[config.mk]
export PLATFORM = sky130hd
export DESIGN_NAME = pipe_stage_buf
export DESIGN_NICKNAME = d
export VERILOG_FILES = /design/src/rtl/pipe_stage_buf.sv
export SDC_FILE = /design/constraint.sdc
export NUM_CORES = 1
export LEC_CHECK = 0
export ABC_CLOCK_PERIOD_IN_PS = 2200
export CORE_MARGIN = 10
export CORE_UTILIZATION = 52
export DETAILED_ROUTE_END_ITERATION = 12
export HOLD_SLACK_MARGIN = 0.02
export PLACE_DENSITY = 0.81
export REMOVE_ABC_BUFFERS = 1
export SLEW_MARGIN = 0
export SYNTH_ARGS = -nofsm -noshare
export SYNTH_HDL_FRONTEND = slang
export SYNTH_SLANG_ARGS = --single-unit
[constraint.sdc]
create_clock -name clk -period 2.2 [get_ports clk]
set_input_delay 0.55 -clock clk [delete_from_list [all_inputs] [get_ports clk]]
set_output_delay 0.55 -clock clk [all_outputs]
set_load 0.02 [all_outputs]
[src/rtl/pipe_stage_buf.sv]
// ---------------------------------------------------------------------------
// pipe_stage_buf
//
// Two-entry skid buffer that sits between two pipeline stages (EX -> MEM
// style). The MAIN entry drives the outputs; the SKID entry catches one
// extra word when upstream delivers while downstream is stalled, so that
// in_ready never depends combinationally on out_ready.
//
// All state updates happen on the FALLING edge of clk. Reset is
// asynchronous and active-low on the port named "reset".
//
// Ports
//   clk            : clock, state updates on negedge
//   reset          : asynchronous active-low reset
//   db_ena         : debug clock enable, 0 freezes every register
//   flush          : synchronous discard of all buffered entries
//   in_valid/in_ready   : upstream handshake
//   in_alu, in_zero, in_addr_dest, in_wr_data, in_ctrl, in_opcode : payload
//   in_end         : end-of-program marker carried with the input
//   out_valid/out_ready : downstream handshake
//   out_alu, out_zero, out_addr_dest, out_wr_data, out_ctrl, out_opcode :
//                    payload from MAIN (out_ctrl forced to 0 on a bubble)
//   out_end        : sticky end flag, cleared only by reset
//   occupancy      : number of entries held (0..2)
//   stall_cnt      : saturating count of edges where upstream was refused
// ---------------------------------------------------------------------------
module pipe_stage_buf #(
  parameter int DATA_W  = 32,
  parameter int ADDR_W  = 5,
  parameter int CTRL_W  = 5,
  parameter int OP_W    = 6,
  parameter int STALL_W = 16
) (
  input  logic               clk,
  input  logic               reset,
  input  logic               db_ena,
  input  logic               flush,

  input  logic               in_valid,
  output logic               in_ready,
  input  logic [DATA_W-1:0]  in_alu,
  input  logic               in_zero,
  input  logic [ADDR_W-1:0]  in_addr_dest,
  input  logic [DATA_W-1:0]  in_wr_data,
  input  logic [CTRL_W-1:0]  in_ctrl,
  input  logic [OP_W-1:0]    in_opcode,
  input  logic               in_end,

  output logic               out_valid,
  input  logic               out_ready,
  output logic [DATA_W-1:0]  out_alu,
  output logic               out_zero,
  output logic [ADDR_W-1:0]  out_addr_dest,
  output logic [DATA_W-1:0]  out_wr_data,
  output logic [CTRL_W-1:0]  out_ctrl,
  output logic [OP_W-1:0]    out_opcode,

  output logic               out_end,
  output logic [1:0]         occupancy,
  output logic [STALL_W-1:0] stall_cnt
);

  // Payload is kept as one flat vector so MAIN and SKID share the same
  // load/move logic. Field layout, LSB first:
  //   opcode | ctrl | wr_data | addr_dest | zero | alu
  localparam int OFF_CTRL = OP_W;
  localparam int OFF_WD   = OFF_CTRL + CTRL_W;
  localparam int OFF_ADDR = OFF_WD + DATA_W;
  localparam int OFF_ZERO = OFF_ADDR + ADDR_W;
  localparam int OFF_ALU  = OFF_ZERO + 1;
  localparam int PAY_W    = OFF_ALU + DATA_W;

  typedef enum logic [1:0] {
    ST_EMPTY = 2'd0,
    ST_ONE   = 2'd1,
    ST_FULL  = 2'd2
  } state_t;

  state_t             state_q,     state_d;
  logic [PAY_W-1:0]   main_q,      main_d;
  logic [PAY_W-1:0]   skid_q,      skid_d;
  logic               out_valid_q, out_valid_d;
  logic               end_q,       end_d;
  logic [STALL_W-1:0] stall_cnt_q, stall_cnt_d;

  logic [PAY_W-1:0]   in_payload;
  logic               in_fire;
  logic               out_fire;
  logic               stall_sat;

  assign in_payload = {in_alu, in_zero, in_addr_dest, in_wr_data, in_ctrl, in_opcode};

  // in_ready looks only at registered state plus reset and db_ena, so there
  // is no combinational path from out_ready back to upstream.
  assign in_ready  = reset & db_ena & (state_q != ST_FULL);
  assign in_fire   = in_valid & in_ready;
  assign out_fire  = out_valid_q & out_ready & db_ena;
  assign stall_sat = (stall_cnt_q == {STALL_W{1'b1}});

  // Next-state and datapath moves. Flush wins over both handshakes; with
  // db_ena low every register simply holds.
  always_comb begin
    state_d     = state_q;
    main_d      = main_q;
    skid_d      = skid_q;
    end_d       = end_q;
    stall_cnt_d = stall_cnt_q;

    if (db_ena) begin
      if (flush) begin
        state_d = ST_EMPTY;
      end else begin
        case (state_q)
          ST_EMPTY: begin
            if (in_fire) begin
              state_d = ST_ONE;
              main_d  = in_payload;
            end
          end
          ST_ONE: begin
            if (in_fire && out_fire) begin
              main_d = in_payload;
            end else if (in_fire) begin
              state_d = ST_FULL;
              skid_d  = in_payload;
            end else if (out_fire) begin
              state_d = ST_EMPTY;
            end
          end
          ST_FULL: begin
            if (out_fire) begin
              state_d = ST_ONE;
              main_d  = skid_q;
            end
          end
          default: state_d = ST_EMPTY;
        endcase
      end

      // The end marker is recorded by any accepted word, even on a flush
      // edge, and is never cleared except by reset.
      if (in_fire && in_end) begin
        end_d = 1'b1;
      end

      if (in_valid && !in_ready && !stall_sat) begin
        stall_cnt_d = stall_cnt_q + {{(STALL_W-1){1'b0}}, 1'b1};
      end
    end
  end

  // out_valid is registered from the next state so it tracks the state
  // register exactly and never sees in_valid combinationally.
  always_comb begin
    out_valid_d = (state_d != ST_EMPTY);
  end

  // All state registers, falling-edge clocked with async active-low reset.
  always_ff @(negedge clk or negedge reset) begin
    if (!reset) begin
      state_q     <= ST_EMPTY;
      main_q      <= '0;
      skid_q      <= '0;
      out_valid_q <= 1'b0;
      end_q       <= 1'b0;
      stall_cnt_q <= '0;
    end else begin
      state_q     <= state_d;
      main_q      <= main_d;
      skid_q      <= skid_d;
      out_valid_q <= out_valid_d;
      end_q       <= end_d;
      stall_cnt_q <= stall_cnt_d;
    end
  end

  // Occupancy is a direct decode of the state register.
  always_comb begin
    occupancy = 2'd0;
    case (state_q)
      ST_EMPTY: occupancy = 2'd0;
      ST_ONE:   occupancy = 2'd1;
      ST_FULL:  occupancy = 2'd2;
      default:  occupancy = 2'd0;
    endcase
  end

  assign out_valid     = out_valid_q;
  assign out_alu       = main_q[OFF_ALU +: DATA_W];
  assign out_zero      = main_q[OFF_ZERO];
  assign out_addr_dest = main_q[OFF_ADDR +: ADDR_W];
  assign out_wr_data   = main_q[OFF_WD +: DATA_W];
  assign out_opcode    = main_q[0 +: OP_W];
  // A bubble must not trigger a memory or register-file write downstream.
  assign out_ctrl      = out_valid_q ? main_q[OFF_CTRL +: CTRL_W] : {CTRL_W{1'b0}};
  assign out_end       = end_q;
  assign stall_cnt     = stall_cnt_q;

endmodule

==> results.json, run 1 <==
{
  "track_usage": 0.239,
  "hold_viol": 0,
  "dp_hpwl_mm": 15.0,
  "fin_area_mm2": 0.0138,
  "irDropWorstVdd_mv": 0.682,
  "fp.dieH_um": 151,
  "final_cell_mix": "248 x nand2_1, 182 x dfrtn_1, 164 x mux2_4",
  "worst_pin_slew_ps": 922,
  "critPathMaxStageDelay_ps": 480,
  "n_fill_cell": 836,
  "nNetsFinal": 1163,
  "wire_per_inst_um": 22.4,
  "dr_wl_met3_mm": 1.96,
  "syn_area_mm2": 0.00895,
  "crit_family": "flip-flops",
  "ctsHoldBuffers": 0,
  "synth_largest_area_cell": "dfrtn_1",
  "globalplace.congestion": 0.843,
  "p_leak_nw": 7.01,
  "drv_slew": 0,
  "start_kind": "register",
  "antenna_left": 0,
  "h-tree-depth": 4,
  "ff2ff_setup_slack_ps": -450,
  "drive_gt1_frac": 0.483,
  "pin_count": 190,
  "setup_viol": 284,
  "syn_to_final_growth_pct": 54.0,
  "fin_util": 0.825,
  "numClockSinks": 182,
  "crit_fanout": 3,
  "async_flop_share": 1.00,
  "wl_met1_mm": 11.3,
  "cts_tree": "built",
  "rsz0062_at_grt": "yes",
  "setup_ws_ps": -722,
  "status": "finished, violations left",
  "crit_path_start": "state_q[1]",
  "cts_buffers": 17,
  "vias": 6972,
  "synth_edf_count": 0,
  "final_common_cell": "nand2_1",
  "violations": "setup timing",
  "grt_pass1_vias": 7478,
  "cts.clk_slew.worst_paths_ps": 50,
  "clk_latency_ps": 400,
  "die_area_mm2": 0.0229,
  "ys_types": 39,
  "antenna_found_initial": 1,
  "yosysWarnings": 0,
  "clock_path_buffers": 2,
  "cts_root_buffer": "clkbuf_16",
  "synthCells": 787,
  "rows": 47,
  "r2r-start": "state_q[0]",
  "top_layer": "met5",
  "cpMaxStageDelayCell": "dfrtn_1",
  "drt_iter0_drc": 469,
  "dr.pass1.iters": 4,
  "p_per_area_mw_per_mm2": 1060,
  "ys.flop_type": "dfrtn_1",
  "synth.top_cell.area_share": 0.509,
  "maxSlewHeadroom": 0.385,
  "core_mm2": 0.0167,
  "hold_class": "register to register",
  "criticalPathCategory": "register to output pin",
  "yosysSeqAreaShare": 0.509,
  "ys_ff_latch": 182,
  "fin_skew_ps": 7.93,
  "wl_met2_mm": 15.2,
  "wirelength_mm": 29.3,
  "crit_path_cell_trace": "nand2b_4, and3_4, buf_6",
  "syn_avg_cell_area_um2": 11.4,
  "cp_data_required_time_ps": 1650,
  "die_x_um": 151,
  "arrival_ps": 2370,
  "start_util": 0.536,
  "drc": 0,
  "cp-end-kind": "output pin",
  "hold_start": "skid_q[73]",
  "drv_cap": 0,
  "grt_pass1_wl_mm": 42.3,
  "overflow": 0,
  "synth_top_cells_by_area": "dfrtn_1 51%, mux2_1 12%, mux2_4 11%, nand2_1 11%, buf_4 7.0%",
  "placed_cell_area_mm2": 0.0112,
  "grt_max_degree": 103,
  "port_buffers": 189,
  "via_per_inst": 5.33,
  "critPathBufInv": 1
}
## per-stage QoR
stage	setup TNS [ps]	total power [mW]	instances	setup slack, ps	hold slack, ps
detailed placement	-336020	9.64	1177	-1300	427
CTS	-131450	13.9	1274	-713	457
floorplan	-1281450	7.26	673	-9410	417
global placement	-331350	9.46	1177	-1280	410
global route	-137560	15.1	1307	-747	475
finish	-131460	14.6	1308	-722	458
## cells in the mapped netlist, types with 2 or more instances
| cell | number |
|---|---|
| nand2_1 | 251 |
| dfrtn_1 | 182 |
| mux2_1 | 98 |
| buf_4 | 84 |
| mux2_4 | 64 |
| clkbuf_1 | 13 |
| xnor2_1 | 13 |
| nand4_1 | 11 |
| buf_6 | 9 |
| and2_1 | 5 |
| and3_1 | 5 |
| buf_2 | 5 |
| nand3_1 | 5 |
| a21oi_1 | 4 |
| inv_1 | 4 |
| buf_1 | 3 |
| nand2b_1 | 3 |
| a211oi_1 | 2 |
| and4_1 | 2 |
| mux2_2 | 2 |
| nor2_1 | 2 |
| o211ai_1 | 2 |
| o21bai_1 | 2 |
## cell type report
class / instances / area, um^2 / share of cell area
clock inverters: 9 / 116 / 0.00845
repair buffers: 382 / 4150 / 0.301
diodes: 1 / 2.50 / 0.000182
well taps: 220 / 275 / 0.0200
inverters: 5 / 21.3 / 0.00154
clock buffers: 23 / 488 / 0.0354
flip-flops and latches: 182 / 4550 / 0.331
multi-input cells: 486 / 4170 / 0.303
## final timing paths
check,endpoint,cells after the start
max in group asynchronous,skid_q[68],5
worst max register to register,main_q[53],9
worst min-delay path,skid_q[73],1
worst max-delay path,in_ready,3
min in group asynchronous,stall_cnt[3],3
worst min register to register,skid_q[73],1
## power by group
| group | internal [mW] | switching (mW) | leakage (nW) | total [mW] |
|---|---|---|---|---|
| clock network | 1.81 | 1.37 | 0.294 | 3.18 |
| logic | 3.69 | 2.24 | 4.42 | 5.93 |
| registers | 4.58 | 0.879 | 2.29 | 5.46 |
| total | 10.1 | 4.49 | 7.01 | 14.6 |
## cells by family (layout without fill, tap and decap cells)
logic type / Yosys count / after routing / synth area share
AOI/OAI and AO/OA: 20 / 20 / 0.0189
DFF: 182 / 182 / 0.509
and+or+nand+nor: 288 / 288 / 0.131
adders and majority gates: 1 / 1 / 0.00140
muxes: 164 / 164 / 0.233
buffers and inverters: 119 / 419 / 0.0934
other: 0 / 1 / 0
xor gates and xnor gates: 13 / 13 / 0.0127
## per-layer routing
metal	global-route usage	up-vias
met5	0	-
li1	-	3122
met2	0.419	256
met3	0.0689	63
met4	0.0722	2
met1	0.276	3529
## worst register-to-register path, stage by stage (launching register included)
cell,delay [ps]
dfrtn_1,410
nand2b_4,140
buf_6,110
buf_6,530
nor2_2,310
o21bai_4,200
buf_6,160
buf_12,150
clkbuf_16,170
mux2_4,300
## registers in the layout, indices dropped and copies added (netlist names)
name and cells:
skid_q 81, out_valid 1, main_q 81, out_end 1, stall_cnt 16, state_q 2
## repair_timing
action                                  in CTS  in global routing
pin swaps                                   28                 22
endpoints found under the setup margin     343                343
cloned                                      12                  6
gates resized for setup                    791                 65
setup buffers                               57                 40
Power figures use the tool's default switching activity.
==> inputs of run 2 (changes only) <==
--- a/config.mk
+++ b/config.mk
@@ -9,7 +9,7 @@
 export CORE_MARGIN = 10
 export CORE_UTILIZATION = 52
 export DETAILED_ROUTE_END_ITERATION = 12
-export HOLD_SLACK_MARGIN = 0.02
+export MAX_ROUTING_LAYER = met4
 export PLACE_DENSITY = 0.81
 export REMOVE_ABC_BUFFERS = 1
 export SLEW_MARGIN = 0
==> run 2 against run 1 <==
  * The run still ends with setup timing left
  * Sequential share of layout area fell by 0.13 points
  * Non-clock buffer count is 2 higher
  * Utilization is 0.33 points higher
  * First-iteration DRC count increased by 15%
  * Register-to-register slack got worse by 50 ps
  * Sequential power hardly changed
  * Clock power barely moved
  * Largest cell class unchanged
  * Total power about the same
==> results.json, run 2 (synthesis results as in run 1) <==
{
  "worstHoldPathCells": 1,
  "wl_met1_mm": 11.4,
  "cts_root_buffer": "clkbuf_16",
  "setup_viol": 284,
  "cts.clk_slew.worst_paths_ps": 50,
  "critPathMaxStageDelay_ps": 480,
  "die_x_um": 151,
  "numClockSinks": 182,
  "drt_iter0_drc": 539,
  "critPathBufInv": 1,
  "cts_buffers": 17,
  "cpMaxStageDelayCell": "dfrtn_1",
  "port_buffers": 189,
  "clk_latency_ps": 410,
  "top_layer": "met4",
  "dr_wl_met3_mm": 1.76,
  "antenna_found_initial": 1,
  "rsz0062_at_grt": "yes",
  "via_per_inst": 5.30,
  "final_cell_mix": "248 x nand2_1, 182 x dfrtn_1, 164 x mux2_4",
  "p_switching_mw": 4.48,
  "hold_path_end": "skid_q[29]",
  "hold_viol": 0,
  "hold_start": "skid_q[29]",
  "status": "finished, violations left",
  "final_common_cell": "nand2_1",
  "p_int_mw": 10.1,
  "wl_met2_mm": 15.5,
  "ff2ff_setup_slack_ps": -500,
  "wire_per_inst_um": 22.4,
  "worst_pin_slew_ps": 920,
  "timing.rr.end": "main_q[53]",
  "hold_class": "register to register",
  "crit_family": "flip-flops",
  "pwr-share-comb": 0.408,
  "drv_slew": 0,
  "drv_cap": 0,
  "overflow": 0,
  "grt_max_degree": 103,
  "cp_data_required_time_ps": 1650,
  "maxSlewHeadroom": 0.387,
  "power.total_mw": 14.6,
  "final_cells": 1311,
  "crit_fanout": 3,
  "cts_tree": "built",
  "start_kind": "register",
  "core_mm2": 0.0167,
  "r2r-start": "state_q[0]",
  "pin_count": 190,
  "vias": 6950,
  "rows": 47,
  "arrival_ps": 2370,
  "dp_hpwl_mm": 15.0,
  "multi_input_area_mm2": 0.00417,
  "grt_pass1_vias": 7479,
  "track_usage": 0.246,
  "reg2reg_depth": 9,
  "irDropWorstVdd_mv": 0.684,
  "ctsHoldBuffers": 0,
  "regArea_mm2": 0.00455,
  "dr.pass1.iters": 5,
  "crit_path_cell_trace": "nand2b_4, and3_4, buf_6",
  "cp.depth": 3,
  "n_fill_cell": 823,
  "wirelength_mm": 29.4,
  "antenna_left": 0,
  "drc": 0,
  "grt_pass1_wl_mm": 42.3,
  "p_leak_nw": 7.04,
  "criticalPathCategory": "register to output pin",
  "switching_share": 0.308,
  "fp.dieH_um": 151,
  "clkPwrFrac": 0.218,
  "die_area_mm2": 0.0229,
  "h-tree-depth": 4,
  "globalplace.congestion": 0.851,
  "violations": "setup timing",
  "post-place-ws_ps": -1300,
  "p_per_area_mw_per_mm2": 1050,
  "start_util": 0.536,
  "holdWs_ps": 457,
  "place_inst": 1177,
  "setup_ws_ps": -721,
  "drive_gt1_frac": 0.484,
  "fin_skew_ps": 12.8,
  "syn_to_final_growth_pct": 54.6,
  "p_seq_frac": 0.375,
  "nNetsFinal": 1165,
  "cp-end-kind": "output pin",
  "clock_path_buffers": 2
}
-- run 2: layer usage --
layer | up-vias | GRT usage
li1 | 3114 | -
met1 | 3525 | 0.284
met2 | 255 | 0.417
met3 | 56 | 0.0594
met4 | 0 | 0.0712
met5 | - | -
-- run 2: power by group through the flow --
stage          clock, mW  sequential [mW]  combinational, mW
2_1_floorplan          0             5.83               1.43
3_3_place_gp           0             5.19               4.27
3_5_place_dp           0             5.24               4.40
4_1_cts             3.16             5.36               5.43
5_1_grt             3.33             5.55               6.24
6_report            3.17             5.46               5.94
-- run 2: area by class of cell --
class,count,area share
timing repair buffer,384,0.304
antenna,2,0.000362
clock buffer,23,0.0353
inverter,5,0.00154
tap,220,0.0199
multi-input combinational,486,0.301
sequential,182,0.329
clock inverter,9,0.00841
-- run 2: per-stage QoR --
| stage | setup TNS [ps] | util | instance area (um^2) |
|---|---|---|---|
| global route | -139360 | 0.828 | 13800 |
| finish | -131680 | 0.828 | 13800 |
| global placement | -331350 | 0.668 | 11200 |
| detailed placement | -336020 | 0.668 | 11200 |
| floorplan | -1281450 | - | 8130 |
| CTS | -131450 | 0.796 | 13300 |
-- run 2: timing repair --
action	in CTS	in global routing
endpoints found under the setup margin	343	343
resized for setup	791	67
gates cloned	12	6
buffers inserted	57	42
pin swaps	28	24
-- run 2: worst max path at each step --
stage,slack (ps),to,from
5_1_grt,-750,out_ctrl[4],out_valid
6_report,-720,in_ready,state_q[1]
3_5_place_dp,-1300,skid_q[48],db_ena
3_3_place_gp,-1280,skid_q[26],db_ena
4_1_cts,-710,in_ready,state_q[0]
2_1_floorplan,-9410,skid_q[0],flush
-- run 2: worst register-to-register path, cell delays in order (launching register included) --
cell	delay, ps
dfrtn_1	410
nand2b_4	140
buf_6	110
buf_6	560
nor2_2	280
o21bai_4	240
buf_12	180
buf_12	160
clkbuf_16	170
mux2_4	300
==> inputs of run 3 (changes only) <==
--- a/config.mk
+++ b/config.mk
@@ -7,10 +7,10 @@
 export LEC_CHECK = 0
 export ABC_CLOCK_PERIOD_IN_PS = 2200
 export CORE_MARGIN = 10
-export CORE_UTILIZATION = 52
+export CORE_UTILIZATION = 40
 export DETAILED_ROUTE_END_ITERATION = 12
 export MAX_ROUTING_LAYER = met4
-export PLACE_DENSITY = 0.81
+export PLACE_DENSITY = 0.65
 export REMOVE_ABC_BUFFERS = 1
 export SLEW_MARGIN = 0
 export SYNTH_ARGS = -nofsm -noshare
==> run 3 against run 2 <==
  * The flow still finishes with violations (setup timing)
  * Largest power group unchanged
  * Setup slack worse by 3.8 ps
  * Critical path depth stayed put
  * Global-route usage is 6.8 points lower
  * Final area is 0.35% lower
  * Non-clock buffer count is 2 higher
  * Sequential share of layout area is 0.12 points higher
  * Register-to-register slack better by 360 ps
  * First-iteration DRC count is 31% lower
  * Utilization is 20 points lower
  * Hold slack worse by 2.2 ps
  * Die area is 26% higher
==> results.json, run 3 (synthesis results as in run 1) <==
{
  "grt_pass1_vias": 7013,
  "cp-end-kind": "output pin",
  "rsz0062_at_grt": "yes",
  "hold_viol": 0,
  "via_per_inst": 4.79,
  "die_area_mm2": 0.0287,
  "arrival_ps": 2370,
  "grt_pass1_wl_mm": 39.8,
  "fin_area_mm2": 0.0138,
  "numClockSinks": 182,
  "setup_viol": 290,
  "clock_path_buffers": 2,
  "irDropWorstVdd_mv": 0.611,
  "placed_cell_area_mm2": 0.0113,
  "cts.clk_slew.worst_paths_ps": 50,
  "fin_skew_ps": 8.66,
  "wire_per_inst_um": 18.2,
  "track_usage": 0.177,
  "port_buffers": 189,
  "status": "finished, violations left",
  "syn_to_final_growth_pct": 54.0,
  "start_util": 0.409,
  "antenna_left": 0,
  "setup_ws_ps": -725,
  "dp_hpwl_mm": 15.3,
  "core_mm2": 0.0219,
  "final_cell_mix": "248 x nand2_1, 182 x dfrtn_1, 164 x mux2_4",
  "use_met1": 0.231,
  "drv_cap": 0,
  "drive_gt1_frac": 0.484,
  "drc": 0,
  "cp_data_required_time_ps": 1650,
  "worst_pin_slew_ps": 644,
  "grt_use_met2": 0.269,
  "pin_count": 190,
  "hold_class": "register to register",
  "grt.busiest_layer": "met2",
  "fin_util": 0.630,
  "antenna_found_initial": 1,
  "p_leak_nw": 6.97,
  "cts_tree": "built",
  "fp.dieH_um": 170,
  "clk_latency_ps": 400,
  "die_x_um": 170,
  "ctsHoldBuffers": 0,
  "final_common_cell": "nand2_1",
  "gr-usage-met3": 0.0496,
  "drv_slew": 0,
  "violations": "setup timing",
  "nNetsFinal": 1167,
  "globalplace.congestion": 0.767,
  "maxSlewHeadroom": 0.570,
  "overflow": 0,
  "grt_max_degree": 115,
  "drt_iter0_drc": 372,
  "criticalPathCategory": "register to output pin",
  "p_per_area_mw_per_mm2": 1030,
  "wirelength_mm": 25.0,
  "h-tree-depth": 4,
  "cts_buffers": 17,
  "crit_fanout": 3,
  "vias": 6571,
  "dr.pass1.iters": 4,
  "rows": 54,
  "cts_root_buffer": "clkbuf_16",
  "start_kind": "register"
}
-- run 3: cell type report --
| class | instances | area [um^2] |
|---|---|---|
| fill | 1713 | 8110 |
| sequential | 182 | 4550 |
| multi-input combinational | 486 | 4140 |
| timing repair buffer | 386 | 4140 |
| clock buffer | 17 | 425 |
| tap | 280 | 350 |
| clock inverter | 14 | 145 |
| inverter | 5 | 26.3 |
| antenna | 2 | 5.00 |
-- run 3: critical path: stages (launching register included) --
cell and delay [ps]:
dfrtn_1 410, nand2b_4 160, and3_4 190, buf_6 120
-- run 3: stage by stage --
step,TNS (ps),power (mW),cells,worst slack (ps),hold slack (ps)
finish,-127300,14.1,1372,-725,455
global route,-143400,14.8,1371,-773,468
CTS,-131410,13.9,1329,-754,457
detailed placement,-324620,9.63,1240,-1350,414
global placement,-317870,9.52,1240,-1310,415
floorplan,-1281450,7.26,673,-9410,417
-- run 3: worst paths after layout --
kind	start	endpoint	slack (ps)	cells past startpoint
min reg2reg	skid_q[45]	skid_q[45]	460	1
min in group asynchronous	reset	out_end	1270	4
max in group asynchronous	reset	skid_q[21]	0	6
min	skid_q[45]	skid_q[45]	460	1
max reg2reg	state_q[0]	main_q[11]	-140	8
max	state_q[0]	in_ready	-720	3
-- run 3: repair_timing --
action                                  in CTS  in global routing
buffers inserted                            48                 51
gates cloned                                11                  0
pin swaps                                   16                 26
resized for setup                          790                 45
endpoints found under the setup margin     284                284
-- run 3: power breakdown --
group | internal, mW | switching [mW] | total [mW]
sequential | 4.58 | 0.799 | 5.38
combinational | 3.68 | 2.07 | 5.75
clock | 1.59 | 1.43 | 3.02
-- run 3: per-layer routing --
metal  vias up  share of wire
li1       3117              -
met1      3264           0.46
met2       167           0.47
met3        23          0.056
met4         0          0.012
met5         -              0
